===== config.mk =====
export PLATFORM = sky130hd
export DESIGN_NAME = pellet_eater
export DESIGN_NICKNAME = d
export VERILOG_FILES = /design/src/rtl/pellet_pkg.sv /design/src/rtl/pellet_eater.sv
export SDC_FILE = /design/constraint.sdc
export NUM_CORES = 1
export LEC_CHECK = 0
export ABC_CLOCK_PERIOD_IN_PS = 2400
export CORE_MARGIN = 3
export CORE_UTILIZATION = 30
export CTS_CLUSTER_SIZE = 10
export DETAILED_ROUTE_END_ITERATION = 16
export PLACE_DENSITY = 0.51
export SYNTH_ARGS = -nofsm -noshare
export SYNTH_HDL_FRONTEND = slang
export SYNTH_SLANG_ARGS = --single-unit

===== constraint.sdc =====
create_clock -name clk -period 2.4 [get_ports clk]
set_input_delay 0.72 -clock clk [delete_from_list [all_inputs] [get_ports clk]]
set_output_delay 0.72 -clock clk [all_outputs]
set_load 0.05 [all_outputs]

===== src/rtl/pellet_pkg.sv =====
`default_nettype none
// +------------------------------------------------------------------------+
// | pellet_pkg: map geometry, FSM encoding and power-on pellet map image.  |
// | Rev 1.0  - initial release                                             |
// +------------------------------------------------------------------------+
package pellet_pkg;
  localparam int MAP_W          = 32;
  localparam int MAP_H          = 32;
  localparam int ADDR_W         = 10;
  localparam int COORD_W        = 5;
  localparam int REMAIN_W       = 11;
  localparam int POINTS_DEFAULT = 10;

  localparam logic [2:0] ST_RELOAD    = 3'd0;
  localparam logic [2:0] ST_SCAN      = 3'd1;
  localparam logic [2:0] ST_SCAN_TAIL = 3'd2;
  localparam logic [2:0] ST_READY     = 3'd3;
  localparam logic [2:0] ST_PROBE     = 3'd4;
  localparam logic [2:0] ST_CHECK     = 3'd5;
  localparam logic [2:0] ST_CLEAR     = 3'd6;

  // Cell (x,y) lives at bit y*MAP_W+x; pellets on even rows/columns except column 0.
  function automatic logic [MAP_W*MAP_H-1:0] build_map();
    logic [MAP_W*MAP_H-1:0] m;
    m = '0;
    for (int y = 0; y < MAP_H; y++) begin
      for (int x = 0; x < MAP_W; x++) begin
        if ((x % 2 == 0) && (y % 2 == 0) && (x != 0)) m[y*MAP_W+x] = 1'b1;
      end
    end
    return m;
  endfunction

  localparam logic [MAP_W*MAP_H-1:0] MAP_INIT = build_map();
endpackage
`default_nettype wire


===== src/rtl/pellet_eater.sv =====
`default_nettype none
// +------------------------------------------------------------------------+
// | pellet_eater: probes/clears pellets on player tile strobes, keeps      |
// | score and remaining count, rescans the pellet map on level start.      |
// | Rev 1.0  - initial release                                             |
// +------------------------------------------------------------------------+
module pellet_eater
  import pellet_pkg::*;
#(
  parameter int POINTS  = POINTS_DEFAULT,
  parameter int SCORE_W = 16
) (
  input  logic                clk,
  input  logic                reset,
  input  logic                level_start,
  input  logic                tile_valid,
  input  logic [COORD_W-1:0]  tile_x,
  input  logic [COORD_W-1:0]  tile_y,
  input  logic                pel_out,
  output logic [COORD_W-1:0]  pel_x,
  output logic [COORD_W-1:0]  pel_y,
  output logic                pel_clear,
  output logic                pel_reset,
  output logic                busy,
  output logic                eaten,
  output logic [SCORE_W-1:0]  score,
  output logic [REMAIN_W-1:0] remaining,
  output logic                level_clear
);

  logic [2:0]          state_q, state_d;
  logic [ADDR_W-1:0]   addr_q, addr_d;
  logic [COORD_W-1:0]  tile_x_q, tile_x_d, tile_y_q, tile_y_d;
  logic [SCORE_W-1:0]  score_q, score_d;
  logic [REMAIN_W-1:0] remaining_q, remaining_d;
  logic                level_clear_q, level_clear_d;
  logic                eaten_q, eaten_d;

  logic [SCORE_W:0]    score_sum;
  logic [REMAIN_W-1:0] remaining_acc;

  assign score_sum     = {1'b0, score_q} + (SCORE_W+1)'(POINTS);
  assign remaining_acc = remaining_q + {{(REMAIN_W-1){1'b0}}, pel_out};

  always_comb begin
    state_d       = state_q;
    addr_d        = addr_q;
    tile_x_d      = tile_x_q;
    tile_y_d      = tile_y_q;
    score_d       = score_q;
    remaining_d   = remaining_q;
    level_clear_d = level_clear_q;
    eaten_d       = 1'b0;
    if (level_start) begin
      state_d       = ST_RELOAD;
      level_clear_d = 1'b0;
    end else begin
      case (state_q)
        ST_RELOAD: begin
          addr_d        = '0;
          remaining_d   = '0;
          level_clear_d = 1'b0;
          state_d       = ST_SCAN;
        end
        ST_SCAN: begin
          addr_d = addr_q + ADDR_W'(1);
          // Read data lags the address by one cycle, so the first cycle has nothing to add.
          if (addr_q != '0) remaining_d = remaining_acc;
          if (addr_q == '1) state_d = ST_SCAN_TAIL;
        end
        ST_SCAN_TAIL: begin
          remaining_d   = remaining_acc;
          level_clear_d = (remaining_acc == '0);
          state_d       = ST_READY;
        end
        ST_READY: begin
          if (tile_valid) begin
            tile_x_d = tile_x;
            tile_y_d = tile_y;
            state_d  = ST_PROBE;
          end
        end
        ST_PROBE: state_d = ST_CHECK;
        ST_CHECK: begin
          if (pel_out) begin
            eaten_d = 1'b1;
            state_d = ST_CLEAR;
          end else begin
            state_d = ST_READY;
          end
        end
        ST_CLEAR: begin
          score_d       = score_sum[SCORE_W] ? '1 : score_sum[SCORE_W-1:0];
          remaining_d   = (remaining_q != '0) ? remaining_q - REMAIN_W'(1) : '0;
          level_clear_d = (remaining_q <= REMAIN_W'(1));
          state_d       = ST_READY;
        end
        default: state_d = ST_RELOAD;
      endcase
    end
  end

  always_ff @(posedge clk or negedge reset) begin
    if (!reset) begin
      state_q       <= ST_RELOAD;
      addr_q        <= '0;
      tile_x_q      <= '0;
      tile_y_q      <= '0;
      score_q       <= '0;
      remaining_q   <= '0;
      level_clear_q <= 1'b0;
      eaten_q       <= 1'b0;
    end else begin
      state_q       <= state_d;
      addr_q        <= addr_d;
      tile_x_q      <= tile_x_d;
      tile_y_q      <= tile_y_d;
      score_q       <= score_d;
      remaining_q   <= remaining_d;
      level_clear_q <= level_clear_d;
      eaten_q       <= eaten_d;
    end
  end

  always_comb begin
    pel_x = '0;
    pel_y = '0;
    case (state_q)
      ST_SCAN: begin
        pel_x = addr_q[COORD_W-1:0];
        pel_y = addr_q[ADDR_W-1:COORD_W];
      end
      ST_PROBE, ST_CHECK, ST_CLEAR: begin
        pel_x = tile_x_q;
        pel_y = tile_y_q;
      end
      default: ;
    endcase
  end

  assign pel_reset   = (state_q == ST_RELOAD);
  assign pel_clear   = (state_q == ST_CLEAR);
  assign busy        = (state_q != ST_READY);
  assign eaten       = eaten_q;
  assign score       = score_q;
  assign remaining   = remaining_q;
  assign level_clear = level_clear_q;

endmodule
`default_nettype wire


==> metrics.yaml <==
synthesis:
  yosysTopAreaCell: "dfrtp_1"
  synth_top_family_by_area: "simple AND/OR/NAND/NOR gates"
  synthFlopType: "dfrtp_1"
  synth_xor_area_frac: 0.02590
  syn_nets: 410
  synth-seq-area-share: 0.3848
  synth-adder-area-share: 0.02960
  synth-simple-area-share: 0.2545
  async_flop_share: 1.000
  synthCells: 387
  synth_compound_area_frac: 0.2087
  yosysWarnings: 0
  synth_area_um2: 3382
  synth_cell_types: 62
  synthTopCellsByArea: "dfrtp_1 38%, nand2_1 4.6%, o21ai_0 4.3%"
  synth-edff-count: 0
  avgSynthCellArea_um2: 8.739
  synthMuxAreaShare: 0.05031
  netlist.area_leader.share: 0.3848
  ys_seq_elements: 52
die:
  core_area_um2: 10940
  die_area_um2: 12580
  rows: 38
  initial_core_util: 0.3093
  ios: 57
  die_width_um: 112.2
  dieHeight_um: 112.2
grt:
  globalRoute.totalOverflow: 0
  grt_pass1_wl_um: 16570
  grt_max_degree: 36
  grtUsageTotal: 0.1578
  grt_antenna_before_repair: 0
  grt_pass1_vias: 3181
detailed_routing:
  drt_wl_total_um: 9899
  vias: 3211
  routedWlPerCell_um: 16.66
  drt_iter0_drc: 333
  drc: 0
  vias_per_cell: 5.406
  postRouteAntennaNets: 0
  drtPass1Iterations: 6
place:
  place_ws_ns: -0.2797
  io_buffer_count: 56
  dp.cells: 586
  place.gp.congestion: 0.8438
  dpl.hpwl_um: 7242
worst_setup_path:
  cp.required_ns: 1.68
  r2r_setup_slack_ns: 0.29
  crit_chain: "clkdlybuf4s50_1"
  cp-start-kind: "register"
  crit_type: "reg -> out"
  end_kind: "output pin"
  slowest_delay_ns: 0.86
  cp_max_fo: 8
  crit_path_top_delay_cell: "clkdlybuf4s50_1"
  path_delay_family: "buffers and inverters"
  crit_arrival_ns: 1.62
  crit_buf_inv: 1
sta:
  hold_viol_final: 0
  whs_ns: 0.3689
  rsz0062_at_grt: "no"
  fin_crit_sh: 0.9750
  setup_tns_ns: 0
  slew_violations: 0
  fmax_ghz: 0.4273
  setup-violations-final: 0
  fin_ws_ns: 0.05989
  slew-limit-headroom: 0.6368
  tightest_slew_ns: 0.5448
  clock_skew_ns: 0.005269
  period_needed_ns: 2.340
clock_tree:
  worstSkewPairLatency_ns: 0.29
  ctsLongestPathBuffers: 2
  cts_tree: "yes"
  numCtsBuffers: 5
  htreeDepth: 2
  cts_root_buf: "clkbuf_16"
  cts_hold_buf: 0
  clock_sinks: 52
  path_clk_slew_ns: 0.07
cells_and_area:
  final_common_cell: "dfrtp_1"
  drive_gt1_frac: 0.2181
  post-route-util: 0.4160
  final_nets: 476
  final_cell_mix: "51 x dfrtp_1, 41 x nand2_1, 33 x nor2_1, 33 x buf_4, 32 x clkdlybuf4s50_1"
  syn2layout_area_growth_pct: 34.52
  diodes: 0
  stdcell_count: 594
power:
  ir_drop_uv: 380.0
  power_density_nw_per_um2: 505.6
  power_leakage_nw: 1.966
flow_run:
  cap_violations: 0
run_status:
  outcome: "finished clean"
worst_hold_path:
  hold_class: "in -> async"
## logic make-up (layout without fill, tap and decap cells)
logic type / after synthesis / after routing
simple gates: 157 / 157
compound gates: 110 / 110
flops: 52 / 52
buf+inv: 35 / 102
mux: 15 / 15
xor+xnor: 10 / 10
fa+ha+maj: 8 / 8
## through the flow
step,power (mW),area (um2)
finish,2.300,4549
global route,2.419,4549
CTS,2.306,4511
detailed placement,1.566,4364
global placement,1.560,4364
floorplan,1.326,3417
## cell usage after synthesis (3+ instances only)
cell type	number
nor3_1	10
nor4_1	5
o31ai_1	8
a22oi_1	11
o21a_1	3
o22ai_1	5
inv_1	12
or3_1	4
ha_1	8
nand2_1	41
dfrtp_1	52
nor2b_1	5
nand3_1	20
nand2b_1	5
nor2_1	33
nand4_1	5
a221oi_1	3
a31oi_1	10
a21oi_1	21
buf_2	8
and3_1	8
clkbuf_1	11
xnor2_1	6
a22o_1	4
xor2_1	4
mux2_2	12
o21ai_0	29
## flip-flops by register name, indices dropped and copies added (netlist names)
| name | flops |
|---|---|
| addr_q | 10 |
| tile_x_q | 5 |
| eaten | 1 |
| level_clear | 1 |
| state_q | 3 |
| remaining | 11 |
| tile_y_q | 5 |
| score | 16 |
## power by group
group,internal (mW),switching (mW)
logic,0.239,0.342
registers,0.911,0.0677
clock network,0.390,0.351
total,1.54,0.760
## routing by layer
metal	share of wire	vias to the layer above	global-route usage
li1	-	1561	-
met3	0.047	6	0.02318
met2	0.48	79	0.2590
met4	0.0085	0	0.03526
met5	0	-	0
met1	0.46	1565	0.2214
## worst paths after layout
check,start,endpoint,depth (start not counted)
setup reg to reg,remaining[1],remaining[7],7
hold reg to reg,score[0],score[0],1
min in group clk,score[0],score[0],1
max in group asynchronous,reset,addr_q[5],2
hold / removal,reset,tile_y_q[3],1
setup / recovery,score[7],score[7],1
## layout make-up
class                      instances  area (um2)
clock buffer                       5       125.1
clock inverter                     3       21.27
fill                            1091        6386
inverter                          12       45.04
multi-input combinational        300        1994
sequential                        52        1303
tap                              140       175.2
timing repair buffer              82       885.9
## what timing repair did
action	in CTS	in global routing
setup endpoints to repair	0	14
gates resized for setup	0	10
buffers inserted	0	0
Power figures use the tool's default switching activity.
==> edit, RTL diff (config.mk and constraints unchanged) <==
Reset style: synchronous (`reset`), changed in one clocked block.
--- a/src/rtl/pellet_eater.sv
+++ b/src/rtl/pellet_eater.sv
@@ -100,7 +100,7 @@
     end
   end
 
-  always_ff @(posedge clk or negedge reset) begin
+  always_ff @(posedge clk) begin
     if (!reset) begin
       state_q       <= ST_RELOAD;
       addr_q        <= '0;
Behaviour: differs if reset is asserted again (counterexample within 4 cycles, from zero or initial values and one cycle with reset low); with reset held inactive, the same outputs for 10 cycles.
==> edit against the unedited design <==
  * Via count down 6.1%
  * Sequential cell count unchanged
  * Wire length down 11%
  * Setup slack better by 0.020 ns
  * Global-route usage down 0.18 points
  * Synthesized area down 9.3%
  * First-iteration DRC count down 64%
  * Cell area down 7.8%
  * Critical path type unchanged
  * Largest cell class unchanged
Power is not compared: it rests on default switching activity, and its combinational part moved more than twofold at a synthesized area within 25%.
==> edit: results <==
{
  "fillers": 970,
  "grt_pass1_vias": 3003,
  "worstPathArrival_ns": 1.60,
  "post_cts_resized": 5,
  "crit_fanout": 7,
  "synth_nets": 396,
  "clock_skew_ns": 0.01284,
  "async_flop_share": 0,
  "timing.rr.start": "remaining[2]$_SDFFE_PN0P_",
  "first_pass_iters": 4,
  "vias_per_cell": 5.182,
  "ys_seq_area_frac": 0.3395,
  "rrSetupSlack_ns": 0.37,
  "drtIter0Drc": 121,
  "grt_pass1_wl_um": 14680,
  "fin_nets": 471,
  "crit_end": "score[5]",
  "status": "finished clean",
  "synth.area.top_cells": "dfxtp_1 34%, nor2_1 5.3%, xnor2_1 4.3%",
  "drive_above_1_share": 0.2094,
  "hold_class": "reg -> reg",
  "min_period_ns": 2.320,
  "placed_cell_area_mm2": 0.004045,
  "postSynthCellCount": 373,
  "wl_um": 8765,
  "worstSkewPairLatency_ns": 0.31,
  "max_slew.worst_pin.slew_ns": 0.7251,
  "root_buffer": "clkbuf_8",
  "hold-worst-slack_ns": 0.4545
}
## edit: per-layer routing
layer,vias to the layer above,global-route usage,wire length (um)
met1,1422,0.2086,4081
met2,69,0.2547,4098
li1,1514,-,-
met4,0,0.04658,129
met5,-,0,0
met3,11,0.02890,456
## edit: worst min-delay path, delay by kind of cell (launching register included)
kind            cells  cell delay (ns)
flops               1             0.33
buf+inv             1             0.05
compound gates      1             0.05
## edit: final cells by class
class | instances | area (um2) | share of cell area
multi-input combinational | 282 | 1878 | 0.4477
sequential | 52 | 1044 | 0.2487
timing repair buffer | 90 | 917.1 | 0.2186
tap | 133 | 166.4 | 0.03967
clock buffer | 7 | 96.34 | 0.02296
inverter | 17 | 63.81 | 0.01521
clock inverter | 1 | 30.03 | 0.007158
## edit: cell families after synthesis
group	Yosys count	share of synthesized area
mux	10	0.03264
simple gates	147	0.2595
xor+xnor	24	0.06855
fa+ha+maj	8	0.03264
compound gates	93	0.2077
flops	52	0.3395
buf+inv	39	0.05957
